### config.mk
export PLATFORM = sky130hd
export DESIGN_NAME = mem_access_unit_flat
export DESIGN_NICKNAME = d
export VERILOG_FILES = /design/src/rtl/mem_access_unit_if.sv /design/src/rtl/mem_access_unit.sv /design/src/flat_wrapper.sv
export SDC_FILE = /design/constraint.sdc
export NUM_CORES = 1
export LEC_CHECK = 0
export ABC_AREA = 1
export ABC_CLOCK_PERIOD_IN_PS = 3200
export BUFFER_PORTS_ARGS = -buffer_cell sky130_fd_sc_hd__buf_4
export CORE_MARGIN = 4
export CORE_UTILIZATION = 61
export CTS_BUF_LIST = sky130_fd_sc_hd__clkbuf_8
export DETAILED_ROUTE_END_ITERATION = 7
export PLACE_DENSITY = 0.92
export SLEW_MARGIN = 20
export SYNTH_ARGS = -nofsm -noshare
export SYNTH_HDL_FRONTEND = slang
export SYNTH_SLANG_ARGS = --single-unit
### constraint.sdc
create_clock -name CLK -period 3.2 [get_ports CLK]
set_clock_uncertainty 0.05 [all_clocks]
set_input_delay 0.16 -clock CLK [delete_from_list [all_inputs] [get_ports CLK]]
set_output_delay 0.16 -clock CLK [all_outputs]
set_load 0.005 [all_outputs]
### src/rtl/mem_access_unit_if.sv
// Load/store request bus plus the word-wide memory port of mem_access_unit.
// slave: the sequencer; master: the execute stage together with the memory.
interface mem_access_unit_if #(
  parameter int ADDR_W = 6
);
  logic              Req;
  logic              Ready;
  logic              Op_Store;
  logic [1:0]        Size;
  logic              Signed;
  logic [ADDR_W-1:0] Addr;
  logic [31:0]       W_Data;
  logic              Done;
  logic [31:0]       R_Data;
  logic              Err;
  logic [ADDR_W-1:0] Mem_Addr;
  logic [31:0]       M_W_Data;
  logic              Mem_Read;
  logic              Mem_Write;
  logic [31:0]       M_R_Data;

  modport slave (
    input  Req, Op_Store, Size, Signed, Addr, W_Data, M_R_Data,
    output Ready, Done, R_Data, Err, Mem_Addr, M_W_Data, Mem_Read, Mem_Write
  );

  modport master (
    output Req, Op_Store, Size, Signed, Addr, W_Data, M_R_Data,
    input  Ready, Done, R_Data, Err, Mem_Addr, M_W_Data, Mem_Read, Mem_Write
  );
endinterface

### src/rtl/mem_access_unit.sv
// Byte/half/word load-store sequencer issuing only aligned word accesses; sub-word stores are read-modify-write.
// Optional MISALIGN_TRAP_EN: misaligned or out-of-range requests complete at once with Err=1 and no memory access.
module mem_access_unit #(
  parameter int ADDR_W      = 6,
  parameter int DEPTH_BYTES = 32
) (
  input logic              CLK,
  input logic              Reset,
  mem_access_unit_if.slave bus
);

  typedef enum logic [1:0] {IDLE, RD, WR, RESP} state_t;

  localparam logic [1:0] SZ_BYTE = 2'b00;
  localparam logic [1:0] SZ_HALF = 2'b01;
  localparam logic [ADDR_W:0] DEPTH_L = (ADDR_W+1)'(DEPTH_BYTES);

`ifdef MISALIGN_TRAP_EN
  localparam logic TRAP_EN = 1'b1;
`else
  localparam logic TRAP_EN = 1'b0;
`endif

  state_t            state_q, state_d;
  logic              store_q, store_d;
  logic [1:0]        size_q, size_d;
  logic              sgn_q, sgn_d;
  logic [1:0]        off_q, off_d;
  logic [31:0]       wdat_q, wdat_d;
  logic              ready_q, ready_d;
  logic              done_q, done_d;
  logic              err_q, err_d;
  logic [31:0]       rdata_q, rdata_d;
  logic [ADDR_W-1:0] maddr_q, maddr_d;
  logic [31:0]       mwdat_q, mwdat_d;
  logic              mrd_q, mrd_d;
  logic              mwr_q, mwr_d;

  logic [ADDR_W:0]   acc_bytes;
  logic [ADDR_W:0]   end_addr;
  logic              misalign;
  logic              out_of_range;
  logic              flag;
  logic              is_word_req;

  function automatic logic [31:0] lane_merge(input logic [31:0] word, input logic [15:0] wdat,
                                             input logic [1:0] size, input logic [1:0] off);
    logic [31:0] r;
    r = word;
    if (size == SZ_BYTE) r[{off, 3'b000} +: 8] = wdat[7:0];
    else                 r[{off[1], 4'b0000} +: 16] = wdat;
    return r;
  endfunction

  function automatic logic [31:0] lane_extract(input logic [31:0] word, input logic [1:0] size,
                                               input logic [1:0] off, input logic sgn);
    logic [31:0] sh;
    logic [31:0] r;
    sh = word;
    r  = word;
    if (size == SZ_BYTE) begin
      sh = word >> {off, 3'b000};
      r  = {{24{sgn & sh[7]}}, sh[7:0]};
    end else if (size == SZ_HALF) begin
      sh = word >> {off[1], 4'b0000};
      r  = {{16{sgn & sh[15]}}, sh[15:0]};
    end
    return r;
  endfunction

  always_comb begin
    acc_bytes = (ADDR_W+1)'(4);
    case (bus.Size)
      SZ_BYTE: acc_bytes = (ADDR_W+1)'(1);
      SZ_HALF: acc_bytes = (ADDR_W+1)'(2);
      default: acc_bytes = (ADDR_W+1)'(4);
    endcase
  end

  // Trap qualification is always computed; it only takes effect when TRAP_EN is set.
  assign end_addr     = {1'b0, bus.Addr} + acc_bytes;
  assign misalign     = ((bus.Size == SZ_HALF) && bus.Addr[0]) ||
                        (bus.Size[1] && (bus.Addr[1:0] != 2'b00));
  assign out_of_range = end_addr > DEPTH_L;
  assign flag         = TRAP_EN && (misalign || out_of_range);
  assign is_word_req  = bus.Size[1];

  always_comb begin
    state_d = state_q;
    store_d = store_q;
    size_d  = size_q;
    sgn_d   = sgn_q;
    off_d   = off_q;
    wdat_d  = wdat_q;
    rdata_d = rdata_q;
    maddr_d = maddr_q;
    mwdat_d = mwdat_q;
    done_d  = 1'b0;
    err_d   = 1'b0;
    mrd_d   = 1'b0;
    mwr_d   = 1'b0;

    case (state_q)
      IDLE: begin
        if (bus.Req && ready_q) begin
          store_d = bus.Op_Store;
          size_d  = bus.Size;
          sgn_d   = bus.Signed;
          off_d   = bus.Addr[1:0];
          wdat_d  = bus.W_Data;
          maddr_d = {bus.Addr[ADDR_W-1:2], 2'b00};
          if (flag) begin
            state_d = RESP;
            done_d  = 1'b1;
            err_d   = 1'b1;
          end else if (bus.Op_Store && is_word_req) begin
            state_d = WR;
            mwr_d   = 1'b1;
            mwdat_d = bus.W_Data;
          end else begin
            state_d = RD;
            mrd_d   = 1'b1;
          end
        end
      end
      RD: begin
        if (store_q) begin
          state_d = WR;
          mwr_d   = 1'b1;
          mwdat_d = lane_merge(bus.M_R_Data, wdat_q[15:0], size_q, off_q);
        end else begin
          state_d = RESP;
          done_d  = 1'b1;
          rdata_d = lane_extract(bus.M_R_Data, size_q, off_q, sgn_q);
        end
      end
      WR: begin
        state_d = RESP;
        done_d  = 1'b1;
      end
      RESP: begin
        // Mem_Addr/M_W_Data stay put so the level-sensitive write has nothing to glitch onto.
        state_d = IDLE;
      end
      default: state_d = IDLE;
    endcase

    ready_d = (state_d == IDLE);
  end

  always_ff @(posedge CLK) begin
    if (Reset) begin
      state_q <= IDLE;
      store_q <= 1'b0;
      size_q  <= 2'b00;
      sgn_q   <= 1'b0;
      off_q   <= 2'b00;
      wdat_q  <= '0;
      ready_q <= 1'b1;
      done_q  <= 1'b0;
      err_q   <= 1'b0;
      rdata_q <= '0;
      maddr_q <= '0;
      mwdat_q <= '0;
      mrd_q   <= 1'b0;
      mwr_q   <= 1'b0;
    end else begin
      state_q <= state_d;
      store_q <= store_d;
      size_q  <= size_d;
      sgn_q   <= sgn_d;
      off_q   <= off_d;
      wdat_q  <= wdat_d;
      ready_q <= ready_d;
      done_q  <= done_d;
      err_q   <= err_d;
      rdata_q <= rdata_d;
      maddr_q <= maddr_d;
      mwdat_q <= mwdat_d;
      mrd_q   <= mrd_d;
      mwr_q   <= mwr_d;
    end
  end

  assign bus.Ready     = ready_q;
  assign bus.Done      = done_q;
  assign bus.Err       = err_q;
  assign bus.R_Data    = rdata_q;
  assign bus.Mem_Addr  = maddr_q;
  assign bus.M_W_Data  = mwdat_q;
  assign bus.Mem_Read  = mrd_q;
  assign bus.Mem_Write = mwr_q;

endmodule
### src/flat_wrapper.sv
// flat-port wrapper written by rule: the top's interface ports become plain ports
module mem_access_unit_flat 
#(
  parameter int ADDR_W      = 6,
  parameter int DEPTH_BYTES = 32
)
  (CLK, Reset, bus_Req, bus_Op_Store, bus_Size, bus_Signed, bus_Addr, bus_W_Data, bus_M_R_Data, bus_Ready, bus_Done, bus_R_Data, bus_Err, bus_Mem_Addr, bus_M_W_Data, bus_Mem_Read, bus_Mem_Write);
  mem_access_unit_if #(.ADDR_W(ADDR_W)) bus_i ();
  input logic CLK;
  input logic Reset;
  input wire logic [$bits(bus_i.Req)-1:0] bus_Req;
  input wire logic [$bits(bus_i.Op_Store)-1:0] bus_Op_Store;
  input wire logic [$bits(bus_i.Size)-1:0] bus_Size;
  input wire logic [$bits(bus_i.Signed)-1:0] bus_Signed;
  input wire logic [$bits(bus_i.Addr)-1:0] bus_Addr;
  input wire logic [$bits(bus_i.W_Data)-1:0] bus_W_Data;
  input wire logic [$bits(bus_i.M_R_Data)-1:0] bus_M_R_Data;
  output wire logic [$bits(bus_i.Ready)-1:0] bus_Ready;
  output wire logic [$bits(bus_i.Done)-1:0] bus_Done;
  output wire logic [$bits(bus_i.R_Data)-1:0] bus_R_Data;
  output wire logic [$bits(bus_i.Err)-1:0] bus_Err;
  output wire logic [$bits(bus_i.Mem_Addr)-1:0] bus_Mem_Addr;
  output wire logic [$bits(bus_i.M_W_Data)-1:0] bus_M_W_Data;
  output wire logic [$bits(bus_i.Mem_Read)-1:0] bus_Mem_Read;
  output wire logic [$bits(bus_i.Mem_Write)-1:0] bus_Mem_Write;
  assign bus_i.Req = bus_Req;
  assign bus_i.Op_Store = bus_Op_Store;
  assign bus_i.Size = bus_Size;
  assign bus_i.Signed = bus_Signed;
  assign bus_i.Addr = bus_Addr;
  assign bus_i.W_Data = bus_W_Data;
  assign bus_i.M_R_Data = bus_M_R_Data;
  assign bus_Ready = bus_i.Ready;
  assign bus_Done = bus_i.Done;
  assign bus_R_Data = bus_i.R_Data;
  assign bus_Err = bus_i.Err;
  assign bus_Mem_Addr = bus_i.Mem_Addr;
  assign bus_M_W_Data = bus_i.M_W_Data;
  assign bus_Mem_Read = bus_i.Mem_Read;
  assign bus_Mem_Write = bus_i.Mem_Write;
  mem_access_unit #(.ADDR_W(ADDR_W), .DEPTH_BYTES(DEPTH_BYTES)) u_core (.CLK(CLK), .Reset(Reset), .bus(bus_i));
endmodule
* After elaboration in Yosys (flattened, before gate mapping)
Index checks and enable logic that the tools add are counted.
** Word-level totals
- Bits in registers :: 96
- Input bits :: 77
- Output and inout bits :: 75
- Word-level logic and storage cells :: 63
** Operators by class
- Add/sub/neg operators :: 2
- Equality and inequality tests :: 7
- Shift-type cells :: 6
- Multiplexer cells :: 20
- Bitwise operators :: 5
- Reduce and logical (&&, ||, !) cells :: 10
** Operators by type and width (count)
- $mux 32 :: 6
- $bwmux 32 :: 2
- $pmux 32 s2 :: 1
- $shift 16x7->32 const A :: 1
- $shift 8x7->32 const A :: 1
- $shiftx 16x7->32 :: 1
- $shiftx 8x7->32 :: 1
- $shr 32x5->16 :: 1
- $shr 32x5->8 :: 1
- $neg 5->7 :: 2
- $pmux 2 s4 :: 1
- $logic_not 2->1 :: 3
- $mux 1 :: 6
- $ne 2x1->1 const B :: 3
- $eq 2x1->1 const B :: 2
- $eq 2x2->1 const B :: 2
- $mux 2 :: 2
- $pmux 1 s2 :: 2
- $reduce_and 2->1 :: 2
- $reduce_and 4->1 :: 1
- $not 1->1 :: 3
- $reduce_or 3->1 :: 1
- $and 1x1->1 :: 2
- $logic_and 1x1->1 :: 2
- $reduce_bool 2->1 :: 1

* Longest topological paths before layout
- Depth after elaboration :: 6
- Mapped depth :: 11
- Mapped depth without buffers :: 10

* Least setup slack after synthesis
No wires, ideal clock.
- Path type :: reg2reg
- From :: register u_core.off_q[0]
- To :: register u_core.mwdat_q[31] (netlist: u_core.bus.M_W_Data[31])
- Setup time :: 0.070 ns
- Arrival :: 1.716 ns
- Data required time :: 3.080 ns
- Slack :: 1.365 ns
- Cell stages (with the launch flop) :: 9
- Buffers on the path :: 1
- Period minus slack after synthesis :: 1.835 ns
- Path through :: dfxtp_1 -> inv_2 -> buf_2 -> ha_1 -> nor3_2 -> nand2_1 -> nand2_1 -> nand3_1 -> a21oi_1
** On the way
- Word-level cells in the longest chain between the ends :: 6
- Elaborated cells between the ends (all ways) :: 7
- Classes of those cells :: add/sub: 1; shift: 2; mux: 4
** RTL lines
- from (decl) :: RTL line mem_access_unit.sv:28 : logic [1:0] off_q, off_d;
- from (signal assigned) :: RTL line mem_access_unit.sv:157 : off_q <= 2'b00;
- from (signal assigned) :: RTL line mem_access_unit.sv:172 : off_q <= off_d;
- $neg 5->7 * :: RTL line mem_access_unit.sv:50 : if (size == SZ_BYTE) r[{off, 3'b000} +: 8] = wdat[7:0];
- $shiftx 8x7->32 or $shift 8x7->32 (tied branches) :: RTL line mem_access_unit.sv:50
- $bwmux 32 * :: RTL line mem_access_unit.sv:50
- $mux 32 * :: RTL line mem_access_unit.sv:50
- $mux 32 * :: RTL line mem_access_unit.sv:127 : if (store_q) begin
- $pmux 32 s2 * :: RTL line mem_access_unit.sv:103 : case (state_q)
- to (signal assigned) :: RTL line mem_access_unit.sv:179 : mwdat_q <= mwdat_d;
- to (decl) :: RTL line mem_access_unit.sv:35 : logic [31:0] mwdat_q, mwdat_d;
Mark *: on every way between the ends. The rest lies on a longest branch, timed or not. The select of a mux whose other input is x is not followed.
A chain may end at the register's enable or synchronous reset.

* Worst setup path after layout
- From :: register u_core.state_q[0]
- To :: register u_core.wdat_q[14]
** On the way
- Word-level cells in the longest chain between the ends :: 2
** RTL lines
- from (decl) :: RTL line mem_access_unit.sv:24 : state_t state_q, state_d;
- from (signal assigned) :: RTL line mem_access_unit.sv:168 : state_q <= state_d;
- $logic_not 2->1 :: RTL line mem_access_unit.sv:103
- $reduce_and 2->1 (no source line)
- to (signal assigned) :: RTL line mem_access_unit.sv:173 : wdat_q <= wdat_d;
- to (decl) :: RTL line mem_access_unit.sv:29 : logic [31:0] wdat_q, wdat_d;
No other way between the ends.

==> insert_results.sql <==
INSERT INTO impl_metrics (metric_group, metric, value, unit) VALUES
('drt', 'drt_iter0_drc', '854', ''),
('timing', 'setup_viol', '0', ''),
('logic_synthesis', 'synthesized_area_fraction_occupied_by_ao_oa_aoi_and_oai_cells', '0.181', ''),
('die', 'coreArea', '10400', 'sq um'),
('power', 'leakage', '3.77', 'nW'),
('critical_path', 'worst-endpoint-required', '3.38', 'ns'),
('power', 'power_density', '876', 'nW/um^2'),
('logic_synthesis', 'ys_warn_count', '0', ''),
('layout', 'mostFrequentLayoutCell', 'sky130_fd_sc_hd__nand2_1', ''),
('logic_synthesis', 'xor_xnor_fraction_of_synth_area', '0', ''),
('layout', 'final_cell_mix', '280 x sky130_fd_sc_hd__nand2_1, 159 x sky130_fd_sc_hd__buf_4, 106 x sky130_fd_sc_hd__inv_1', ''),
('logic_synthesis', 'synth_area_per_cell', '6.38', 'sq um'),
('logic_synthesis', 'asyncSetResetFlopFracSynth', '0', ''),
('drt', 'wl_met1', '8.07', 'mm'),
('layout', 'area_overhead_vs_synth', '18.1', '%'),
('run_status', 'run_status', 'finished, final reports clean', ''),
('cts', 'cts_tree', 'done', ''),
('die', 'number_of_core_rows', '37', ''),
('cts', 'root_buffer', 'sky130_fd_sc_hd__clkbuf_8', ''),
('place', 'gp_congestion', '0.998', ''),
('drt', 'avgRoutedWirePerCell', '15.5', 'um'),
('layout', 'n_antenna_cell', '0', ''),
('place', 'post-place-cells', '1249', ''),
('cts', 'cts_sinks', '96', ''),
('critical_path', 'crit_arrival', '2.62', 'ns'),
('worst_hold_path', 'min-delay-path-class', 'in2reg', ''),
('place', 'post_detail_place_hpwl', '14.1', 'mm'),
('global_route', 'grt_first_pass_wirelength', '31.9', 'mm'),
('drt', 'route.met3.wl', '1.87', 'mm'),
('logic_synthesis', 'postSynth.topFlopCell', 'sky130_fd_sc_hd__dfxtp_1', ''),
('critical_path', 'timing.critical_path.cells', 'inv_1 -> ha_1 -> nand2_2 -> o21ai_0 -> a21oi_1', ''),
('logic_synthesis', 'synth_cells', '1022', ''),
('global_route', 'grt_max_degree', '57', ''),
('drt', 'ant_nets', '0', ''),
('timing', 'worst_slew_pin_slew', '0.898', 'ns'),
('timing', 'period_minus_slack', '2.44', 'ns'),
('logic_synthesis', 'netlist_area', '6520', 'sq um'),
('logic_synthesis', 'synth_area_leaders', 'sky130_fd_sc_hd__dfxtp_1 29%, sky130_fd_sc_hd__nand2_1 16%, sky130_fd_sc_hd__a21oi_1 7.7%', ''),
('drt', 'vias_per_cell', '5.59', ''),
('cts', 'clock_latency', '0.38', 'ns'),
('drt', 'route.top_layer_used', 'met4', ''),
('logic_synthesis', 'post_synth_and_or_nand_nor_area_fraction', '0.363', ''),
('place', 'port_buffers', '148', ''),
('drt', 'detailroute.wirelength.met2', '9.07', 'mm'),
('timing', 'grt_setup_unrepaired', 'no', ''),
('timing', 'slew_violations', '0', ''),
('timing', 'max_clock_freq', '0.410', 'GHz'),
('timing', 'report.final.hold_viol_count', '0', ''),
('logic_synthesis', 'yosys.area.top_type', 'sky130_fd_sc_hd__dfxtp_1', ''),
('layout', 'fraction_of_layout_cells_with_a_size_suffix_above_1', '0.208', ''),
('timing', 'layout_setup_ws', '0.762', 'ns'),
('cts', 'tritoncts.num_buffers', '9', ''),
('logic_synthesis', 'synth_edf_count', '0', ''),
('global_route', 'globalRouteOverflowTotal', '0', ''),
('die', 'design.die.area', '12400', 'sq um'),
('die', 'die-height', '111', 'um'),
('critical_path', 'worst_path_max_fanout', '42', ''),
('logic_synthesis', 'share_of_the_synthesized_area_in_the_top_cell_type', '0.295', ''),
('critical_path', 'timing.critical_path.to_type', 'flip-flop', ''),
('die', 'floorplan.initialDensity', '0.629', ''),
('drt', 'drtPass1Iterations', '5', ''),
('logic_synthesis', 'ffs_latches_synth', '96', ''),
('drt', 'routed_wl', '19.6', 'mm'),
('timing', 'timing.setup.tns', '0', 'ns'),
('logic_synthesis', 'synth_mux_area_frac', '0', ''),
('power', 'power.total', '6.75', 'mW'),
('power', 'peakVddDrop', '0.000576', 'V'),
('logic_synthesis', 'yosysSeqAreaShare', '0.295', ''),
('drt', 'route.vias.total', '7079', ''),
('critical_path', 'crit_path_max_incr_delay', '0.65', 'ns'),
('logic_synthesis', 'synth_fa_ha_area_frac', '0.0173', '');
-- repair_timing --
action / CTS / global route
endpoints found under the hold margin: 1 / 0
gates resized for setup: 0 / 0
hold buffers: 1 / 0
-- through the flow --
stage / hold WS [ns] / cell area, sq um / util
floorplan: 0.275 / 6530 / -
global placement: 0.380 / 7440 / 0.718
detailed placement: 0.389 / 7440 / 0.718
CTS: 0.00260 / 7700 / 0.743
global route: 0.00668 / 7700 / 0.743
finish: 0.0116 / 7700 / 0.743
-- path summary, 6_finish.rpt --
check	from	slack, ns	cells past startpoint	to
min	bus_Addr[2]	0.01	3	u_core.bus.Mem_Addr[2]$_SDFFE_PP0P_
max reg2reg	u_core.state_q[0]$_SDFF_PP0_	0.76	5	u_core.wdat_q[14]$_SDFFE_PP0P_
max	u_core.state_q[0]$_SDFF_PP0_	0.76	5	u_core.wdat_q[14]$_SDFFE_PP0P_
min reg2reg	u_core.bus.Mem_Addr[2]$_SDFFE_PP0P_	0.42	2	u_core.bus.Mem_Addr[2]$_SDFFE_PP0P_
-- metal layers --
layer | global-route usage | vias up
li1 | - | 3457
met3 | 0.0462 | 53
met2 | 0.495 | 413
met1 | 0.423 | 3156
met5 | 0 | -
met4 | 0.126 | 0
-- state kept, by name (all words and copies together), names as in the netlist --
signal / count
u_core.state_q: 2
u_core.store_q: 1
u_core.size_q: 2
u_core.bus.Done: 1
u_core.bus.Ready: 1
u_core.bus.R_Data: 32
u_core.off_q: 2
u_core.bus.Mem_Addr: 4
u_core.bus.Mem_Read: 1
u_core.bus.Mem_Write: 1
u_core.wdat_q: 16
u_core.sgn_q: 1
u_core.bus.M_W_Data: 32
-- critical path: cells and delay by family, from the launching register on --
kind | cells | cell delay, ns
AOI/OAI and AO/OA | 2 | 0.51
adders and majority gates | 1 | 0.63
buffers and inverters | 1 | 0.12
DFF | 1 | 0.32
and+or+nand+nor | 1 | 0.65
-- power by group --
group	internal [mW]	total, mW	switching (mW)
registers	1.57	1.82	0.244
clock network	0.561	0.997	0.436
logic	1.44	3.94	2.50
total	3.57	6.75	3.18
-- layout make-up --
class,count,area [sq um]
Multi-Input combinational cell,731,3670
Fill cell,869,2670
Sequential cell,96,1920
Timing Repair Buffer,160,1200
Inverter,127,482
Tap cell,136,170
Clock buffer,11,151
Clock inverter,5,103
-- cell families (layout without fill, tap and decap cells) --
logic type | Yosys count | after routing
AO/OA/AOI/OAI | 221 | 221
flip-flops | 96 | 96
other | 1 | 3
AND/OR/NAND/NOR | 498 | 498
adder cells (fa/ha/maj) | 9 | 9
buffers and inverters | 197 | 303
-- synthesized netlist by cell type (6+ instances only) --
library cell	n
sky130_fd_sc_hd__nand2_2	6
sky130_fd_sc_hd__o21ai_0	83
sky130_fd_sc_hd__clkbuf_1	15
sky130_fd_sc_hd__nand2_1	280
sky130_fd_sc_hd__clkinv_1	10
sky130_fd_sc_hd__dfxtp_1	96
sky130_fd_sc_hd__nor2_1	87
sky130_fd_sc_hd__inv_2	10
sky130_fd_sc_hd__ha_1	9
sky130_fd_sc_hd__inv_1	106
sky130_fd_sc_hd__buf_4	11
sky130_fd_sc_hd__o211ai_1	10
sky130_fd_sc_hd__a21oi_1	100
sky130_fd_sc_hd__o21bai_1	15
sky130_fd_sc_hd__o21ai_1	12
sky130_fd_sc_hd__buf_6	14
sky130_fd_sc_hd__nand3_1	74
sky130_fd_sc_hd__nand4_1	8
sky130_fd_sc_hd__nor3b_2	30
sky130_fd_sc_hd__buf_2	27
(Power assumes the default switching activity.)
